## config.mk

```make
export PLATFORM = sky130hd
export DESIGN_NAME = pipelined_cla_addsub
export DESIGN_NICKNAME = d
export VERILOG_FILES = /design/src/rtl/pipelined_cla_pkg.sv /design/src/rtl/pipelined_cla_addsub_group.sv /design/src/rtl/pipelined_cla_addsub.sv
export SDC_FILE = /design/constraint.sdc
export NUM_CORES = 1
export LEC_CHECK = 0
export ABC_AREA = 0
export CORE_MARGIN = 2
export CORE_UTILIZATION = 40
export DETAILED_ROUTE_END_ITERATION = 12
export GPL_TIMING_DRIVEN = 0
export SLEW_MARGIN = 0
export SYNTH_ARGS = -nofsm -noshare
export SYNTH_HDL_FRONTEND = slang
export SYNTH_SLANG_ARGS = --single-unit
```

## constraint.sdc

```tcl
create_clock -name clk -period 6.87 [get_ports clk]
set_input_delay 0.687 -clock clk [delete_from_list [all_inputs] [get_ports clk]]
set_output_delay 0.687 -clock clk [all_outputs]
set_load 0.005 [all_outputs]
```

## src/rtl/pipelined_cla_pkg.sv

```systemverilog
`default_nettype none
// +--------------------------------------------------------------------+
// | Module : pipelined_cla_pkg                                         |
// | Desc   : Shared constants and configuration helpers for the        |
// |          pipelined carry-lookahead adder/subtractor.               |
// | Rev    : 1.0  initial release                                      |
// +--------------------------------------------------------------------+
package pipelined_cla_pkg;

  localparam int DEFAULT_WIDTH = 32;
  localparam int DEFAULT_BLOCK = 8;

  // Per-beat operating mode carried on in_sub.
  localparam logic MODE_ADD = 1'b0;
  localparam logic MODE_SUB = 1'b1;

  // Number of lookahead groups, which is also the pipeline depth.
  function automatic int calc_ng(input int width, input int block);
    return (block > 0) ? (width / block) : 1;
  endfunction

  // A configuration is usable only when the groups tile the word exactly.
  function automatic bit cfg_legal(input int width, input int block);
    return (block >= 1) && (block <= width) && ((width % block) == 0);
  endfunction

endpackage
`default_nettype wire

```

## src/rtl/pipelined_cla_addsub_group.sv

```systemverilog
`default_nettype none
// +--------------------------------------------------------------------+
// | Module : cla_group                                                 |
// | Desc   : Combinational BLOCK-bit carry-lookahead group. Every       |
// |          internal carry is a flat sum of products (no ripple).     |
// | Rev    : 1.0  initial release                                      |
// +--------------------------------------------------------------------+
module cla_group
  import pipelined_cla_pkg::*;
#(
  parameter int BLOCK = DEFAULT_BLOCK
) (
  input  logic [BLOCK-1:0] a_i,
  input  logic [BLOCK-1:0] b_i,
  input  logic             cin_i,
  output logic [BLOCK-1:0] sum_o,
  output logic             cout_o,
  output logic             c_msb_o,
  output logic             g_o,
  output logic             p_o
);

  logic [BLOCK-1:0] w_g;
  logic [BLOCK-1:0] w_p;
  logic [BLOCK:0]   w_c;
  logic [BLOCK-1:0] w_gen;

  assign w_g = a_i & b_i;
  assign w_p = a_i ^ b_i;

  // Expand c[i+1] = g_i | p_i c_i into generate terms plus a propagated carry-in term.
  always_comb begin
    logic term;
    logic acc;
    w_c    = '0;
    w_gen  = '0;
    term   = 1'b0;
    acc    = 1'b0;
    w_c[0] = cin_i;
    for (int i = 0; i < BLOCK; i++) begin
      acc = 1'b0;
      for (int j = 0; j <= i; j++) begin
        term = w_g[j];
        for (int m = j + 1; m <= i; m++) begin
          term = term & w_p[m];
        end
        acc = acc | term;
      end
      w_gen[i] = acc;
      term = cin_i;
      for (int j = 0; j <= i; j++) begin
        term = term & w_p[j];
      end
      w_c[i+1] = acc | term;
    end
  end

  assign sum_o   = w_p ^ w_c[BLOCK-1:0];
  assign cout_o  = w_c[BLOCK];
  assign c_msb_o = w_c[BLOCK-1];
  assign g_o     = w_gen[BLOCK-1];
  assign p_o     = &w_p;

endmodule
`default_nettype wire

```

## src/rtl/pipelined_cla_addsub.sv

```systemverilog
`default_nettype none
// +--------------------------------------------------------------------+
// | Module : pipelined_cla_addsub                                      |
// | Desc   : Pipelined add/sub; one lookahead group resolved per       |
// |          stage with skewed operands and a valid/ready handshake.   |
// | Rev    : 1.0  initial release                                      |
// +--------------------------------------------------------------------+
module pipelined_cla_addsub
  import pipelined_cla_pkg::*;
#(
  parameter int WIDTH = DEFAULT_WIDTH,
  parameter int BLOCK = DEFAULT_BLOCK
) (
  input  logic             clk,
  input  logic             rst,
  input  logic             in_valid,
  output logic             in_ready,
  input  logic [WIDTH-1:0] in_a,
  input  logic [WIDTH-1:0] in_b,
  input  logic             in_cin,
  input  logic             in_sub,
  output logic             out_valid,
  input  logic             out_ready,
  output logic [WIDTH-1:0] out_sum,
  output logic             out_cout,
  output logic             out_ovf,
  output logic             out_zero
);

  localparam int NG = calc_ng(WIDTH, BLOCK);

  if (!cfg_legal(WIDTH, BLOCK)) begin : g_bad_cfg
    $error("pipelined_cla_addsub: WIDTH must be a positive multiple of BLOCK");
  end

  // Stage k: x_q holds sum bits of groups 0..k and raw A bits above them;
  // b_q holds the conditioned B bits still waiting to be resolved.
  logic [NG-1:0]    v_q;
  logic [NG-1:0]    c_q;
  logic [WIDTH-1:0] x_q [NG];
  logic [WIDTH-1:0] b_q [NG];
  logic             cout_q;
  logic             ovf_q;
  logic             zero_q;
  logic [NG-1:0]    adv;

  // Stage k may advance unless it and every stage after it is full while the consumer stalls.
  always_comb begin
    logic all_full;
    adv      = '0;
    all_full = 1'b1;
    for (int k = NG - 1; k >= 0; k--) begin
      all_full = all_full & v_q[k];
      adv[k]   = out_ready | ~all_full;
    end
  end

  assign in_ready  = adv[0];
  assign out_valid = v_q[NG-1];
  assign out_sum   = x_q[NG-1];
  assign out_cout  = cout_q;
  assign out_ovf   = ovf_q;
  assign out_zero  = zero_q;

  for (genvar k = 0; k < NG; k++) begin : g_stage
    logic [WIDTH-1:0] w_src_x;
    logic [WIDTH-1:0] w_src_b;
    logic             w_src_c;
    logic             w_src_v;
    logic [WIDTH-1:0] w_x_d;
    logic [WIDTH-1:0] w_b_d;
    logic [BLOCK-1:0] w_sum;
    logic             w_cout;
    logic             w_cmsb;
    logic             w_gg;
    logic             w_gp;

    if (k == 0) begin : g_first
      // Subtraction is A + ~B + 1, so the carry-in is forced high in sub mode.
      assign w_src_x = in_a;
      assign w_src_b = (in_sub == MODE_SUB) ? ~in_b : in_b;
      assign w_src_c = (in_sub == MODE_SUB) ? 1'b1 : in_cin;
      assign w_src_v = in_valid;
    end else begin : g_next
      assign w_src_x = x_q[k-1];
      assign w_src_b = b_q[k-1];
      assign w_src_c = c_q[k-1];
      assign w_src_v = v_q[k-1];
    end

    cla_group #(.BLOCK(BLOCK)) u_grp (
      .a_i     (w_src_x[k*BLOCK +: BLOCK]),
      .b_i     (w_src_b[k*BLOCK +: BLOCK]),
      .cin_i   (w_src_c),
      .sum_o   (w_sum),
      .cout_o  (w_cout),
      .c_msb_o (w_cmsb),
      .g_o     (w_gg),
      .p_o     (w_gp)
    );

    // Replace this group's operand bits with its resolved sum; clear the consumed B bits.
    always_comb begin
      w_x_d                    = w_src_x;
      w_x_d[k*BLOCK +: BLOCK]  = w_sum;
      w_b_d                    = w_src_b;
      w_b_d[k*BLOCK +: BLOCK]  = '0;
    end

    // Stage register: valid follows the handshake, data only loads with a real beat so it holds through bubbles.
    always_ff @(posedge clk or posedge rst) begin
      if (rst) begin
        v_q[k] <= 1'b0;
        c_q[k] <= 1'b0;
        x_q[k] <= '0;
        b_q[k] <= '0;
      end else if (adv[k]) begin
        v_q[k] <= w_src_v;
        if (w_src_v) begin
          c_q[k] <= w_cout;
          x_q[k] <= w_x_d;
          b_q[k] <= w_b_d;
        end
      end
    end

    if (k == NG - 1) begin : g_flags
      // Status flags are registered alongside the final sum so outputs stay glitch-free and stall-stable.
      always_ff @(posedge clk or posedge rst) begin
        if (rst) begin
          cout_q <= 1'b0;
          ovf_q  <= 1'b0;
          zero_q <= 1'b0;
        end else if (adv[k] && w_src_v) begin
          cout_q <= w_cout;
          ovf_q  <= w_cout ^ w_cmsb;
          zero_q <= ~|w_x_d;
        end
      end
    end
  end

endmodule
`default_nettype wire
```

==> metrics <==
status=finished clean; CTS clock-pin slew for the worst setup and hold paths=~0.07 ns; CP Cell Sequence=clkdlybuf4s50_1, nand4b_1, or2_2, clkdlybuf4s50_1; Seq pwr share=0.429; WS Path Type=input port to primary output; DP HPWL=13.2 mm; largest net degree at the start of global routing=roughly 140; Num CTS Buffers=17; Psw=between 1 and 1.5 mW; DR WL/cell=15.7 um; peak supply drop=roughly 190 uV; CORE AREA=about 21000 um^2; RSZ-0062 raised after global routing=false; hold buffer count at CTS=0; worst path buffer plus inverter count=2; vias in the first global route=5551; Mapped Nets=789; total power=4.04 mW; Hold WC Path Type=register to register; Post-CTS Resized=0; Int Pwr=2.80 mW; Final Cycle Share=0.426; Die H=about 150 um; Synth Instances=679; initial antenna violation count=0; Pre-antenna DRT Iters=4; Worst EP arrival=2.24 ns; Max FO, Critical Path=3; post-route antenna net violation count=0; Slew headroom=0.541; CTS Root Cell=clkbuf_16; vias per cell=slightly below 5; site row count=53; die extent in x=between 100 and 150 um; DRT Wirelength=between 15 and 20 mm; fmax=about 340 MHz; post-place instance area=between 9000 and 10000 um^2; most frequent cells in the layout=186 x dfrtp_1, 118 x mux2_2, 105 x clkdlybuf4s50_1; most frequent CP cell=clkdlybuf4s50_1; delay-heaviest family, CP=buffers and inverters; P_leak=approximately 4.5 nW; sw frac=0.308; worst slew pin tran=roughly 0.7 ns; cell taking the most area after synthesis=dfrtp_1; area of the die=~22000 um^2; Synth cell types=44; Tmin final=roughly 2.9 ns; Antenna Cells=0; FF+latch area=around 4700 um^2; combinational share of power=0.325; Clock Power Share=0.246; # port buffers=105; synth warn=0; number of synthesized register bits=~190; Post-CTS Setup Bufs=0; Crit path required time=6.18 ns; crit path max-delay cell type=clkdlybuf4s50_1; ys async rst share=1.00; Sink Count=~190; gr usage total=0.165; DRC=0; max-slew violation count=0; non-filler cells in the finished layout=1091; mean area per synthesized cell=between 10 and 15 um^2; fin area=between 10000 and 15000 um^2; Fin. Hold Viols=0; gpl congestion=0.818; Primary FF master, synth=dfrtp_1; # nets final=just over 900; power per cell area=~390 nW/um^2; top-area cell type share of the netlist area=0.554; CP peak stage delay=approximately 0.47 ns; GR Overflow Total=0; leading cell type in the layout, fill and taps excluded=dfrtp_1; Initial DRC Count=approximately 260; CTS H-tree lvls=4; dpl cells=~1100; via count=approximately 5400; CTS tree=done; Fillers=roughly 1800; first-pass GRT wire length=28.4 mm; final setup violation count=0; max cap viols=0; layout cells sized above 1=0.217; number of enable flip-flop cells after synthesis=0; multi-input logic area=around 3600 um^2; clock skew=about 0.0090 ns; clk_lat worst skew=0.42 ns; Synth Cell Area=8410 um^2; top cells by area, synth=dfrtp_1 55%, mux2_2 16%, ha_1 5.4%, nand2_1 4.0%, xnor2_1 3.1%; Layout Area Growth over Synthesis=24.2%; Initial Util=0.404; Seq/Total Area, Yosys=0.554; I/O pin count=107; capturing element type of the critical path=primary output; Bufs on Longest Clock Path=2; startpoint types=input port
-- synth_stat cells, types with 6 or more instances --
cell / n
o21a_1: 6
ha_1: 36
nand2b_1: 8
mux2_2: 118
buf_2: 15
inv_1: 14
o31a_1: 8
xor2_1: 14
clkbuf_1: 9
o21ai_0: 49
nand2_1: 90
nor4_1: 10
nand3_1: 7
dfrtp_1: 186
xnor2_1: 30
nor2_1: 7
or3_1: 7
o31ai_1: 6
and2_1: 6
a21oi_1: 12
-- final timing paths --
kind / startpoint / endpoint / slack (ns) / depth (start not counted)
worst max-delay path: out_ready / in_ready / 3.94 / 4
worst min-delay path: out_sum[18]$_DFFE_PP0P_ / out_sum[18]$_DFFE_PP0P_ / 0.48 / 2
worst max register to register: g_stage[3].w_src_b[24]$_DFFE_PP0P_ / out_zero$_DFFE_PP0P_ / 4.49 / 7
worst min register to register: out_sum[18]$_DFFE_PP0P_ / out_sum[18]$_DFFE_PP0P_ / 0.48 / 2
max in group asynchronous: rst / g_stage[1].w_src_b[25]$_DFFE_PP0P_ / 5.22 / 3
min in group asynchronous: rst / out_sum[16]$_DFFE_PP0P_ / 0.67 / 2
-- kinds of logic after synthesis --
family / count (synthesis) / synth area share
flip-flops: 186 / 0.554
AND/OR/NAND/NOR: 149 / 0.0822
multiplexers: 119 / 0.159
AO/OA/AOI/OAI: 98 / 0.0726
XOR/XNOR: 44 / 0.0458
buffers and inverters: 43 / 0.0232
adder cells (fa/ha/maj): 40 / 0.0631
-- worst min-delay path, cell delays in order, from the launching register on --
cell,delay (ns)
dfrtp_1,0.35
nand2_1,0.05
nand2_1,0.05
-- power by group through the flow --
stage          Clock, mW  Combinational, mW  Sequential [mW]
5_1_grt             1.06               1.47             1.79
3_3_place_gp           0               1.28             1.74
2_1_floorplan          0              0.871             1.66
6_report           0.996               1.31             1.73
3_5_place_dp           0               1.32             1.76
4_1_cts             1.02               1.33             1.74
-- area by class of cell --
type	instances	area share
Sequential cell	186	0.446
Multi-Input combinational cell	450	0.341
Timing Repair Buffer	106	0.103
Clock buffer	20	0.0437
Tap cell	275	0.0330
Clock inverter	11	0.0140
Buffer	29	0.0137
Inverter	14	0.00575
-- flip-flops by register name (all words and copies together) (netlist names) --
name,flops
g_stage.w_src_b,48
g_stage.w_src_v,3
out_ovf,1
out_zero,1
out_valid,1
out_sum,32
g_stage.w_src_c,3
g_stage.w_src_x,96
out_cout,1
-- metal layers --
| layer | vias up | global-route usage | wire [um] |
|---|---|---|---|
| met5 | - | 0 | 0 |
| met4 | 0 | 0.0433 | 178 |
| met3 | 11 | 0.0309 | 536 |
| met2 | 95 | 0.267 | 8130 |
| met1 | 2646 | 0.230 | 8310 |
| li1 | 2632 | - | - |
-- metrics by stage --
step | util | TNS [ns] | setup slack (ns) | hold WS [ns]
global route | 0.501 | 0 | 3.85 | 0.509
detailed placement | 0.472 | 0 | 3.55 | 0.467
finish | 0.501 | 0 | 3.94 | 0.477
floorplan | - | 0 | 1.13 | 0.435
global placement | 0.471 | -180.85 | -0.987 | 0.458
CTS | 0.501 | 0 | 3.91 | 0.482
(Power assumes the default switching activity.)
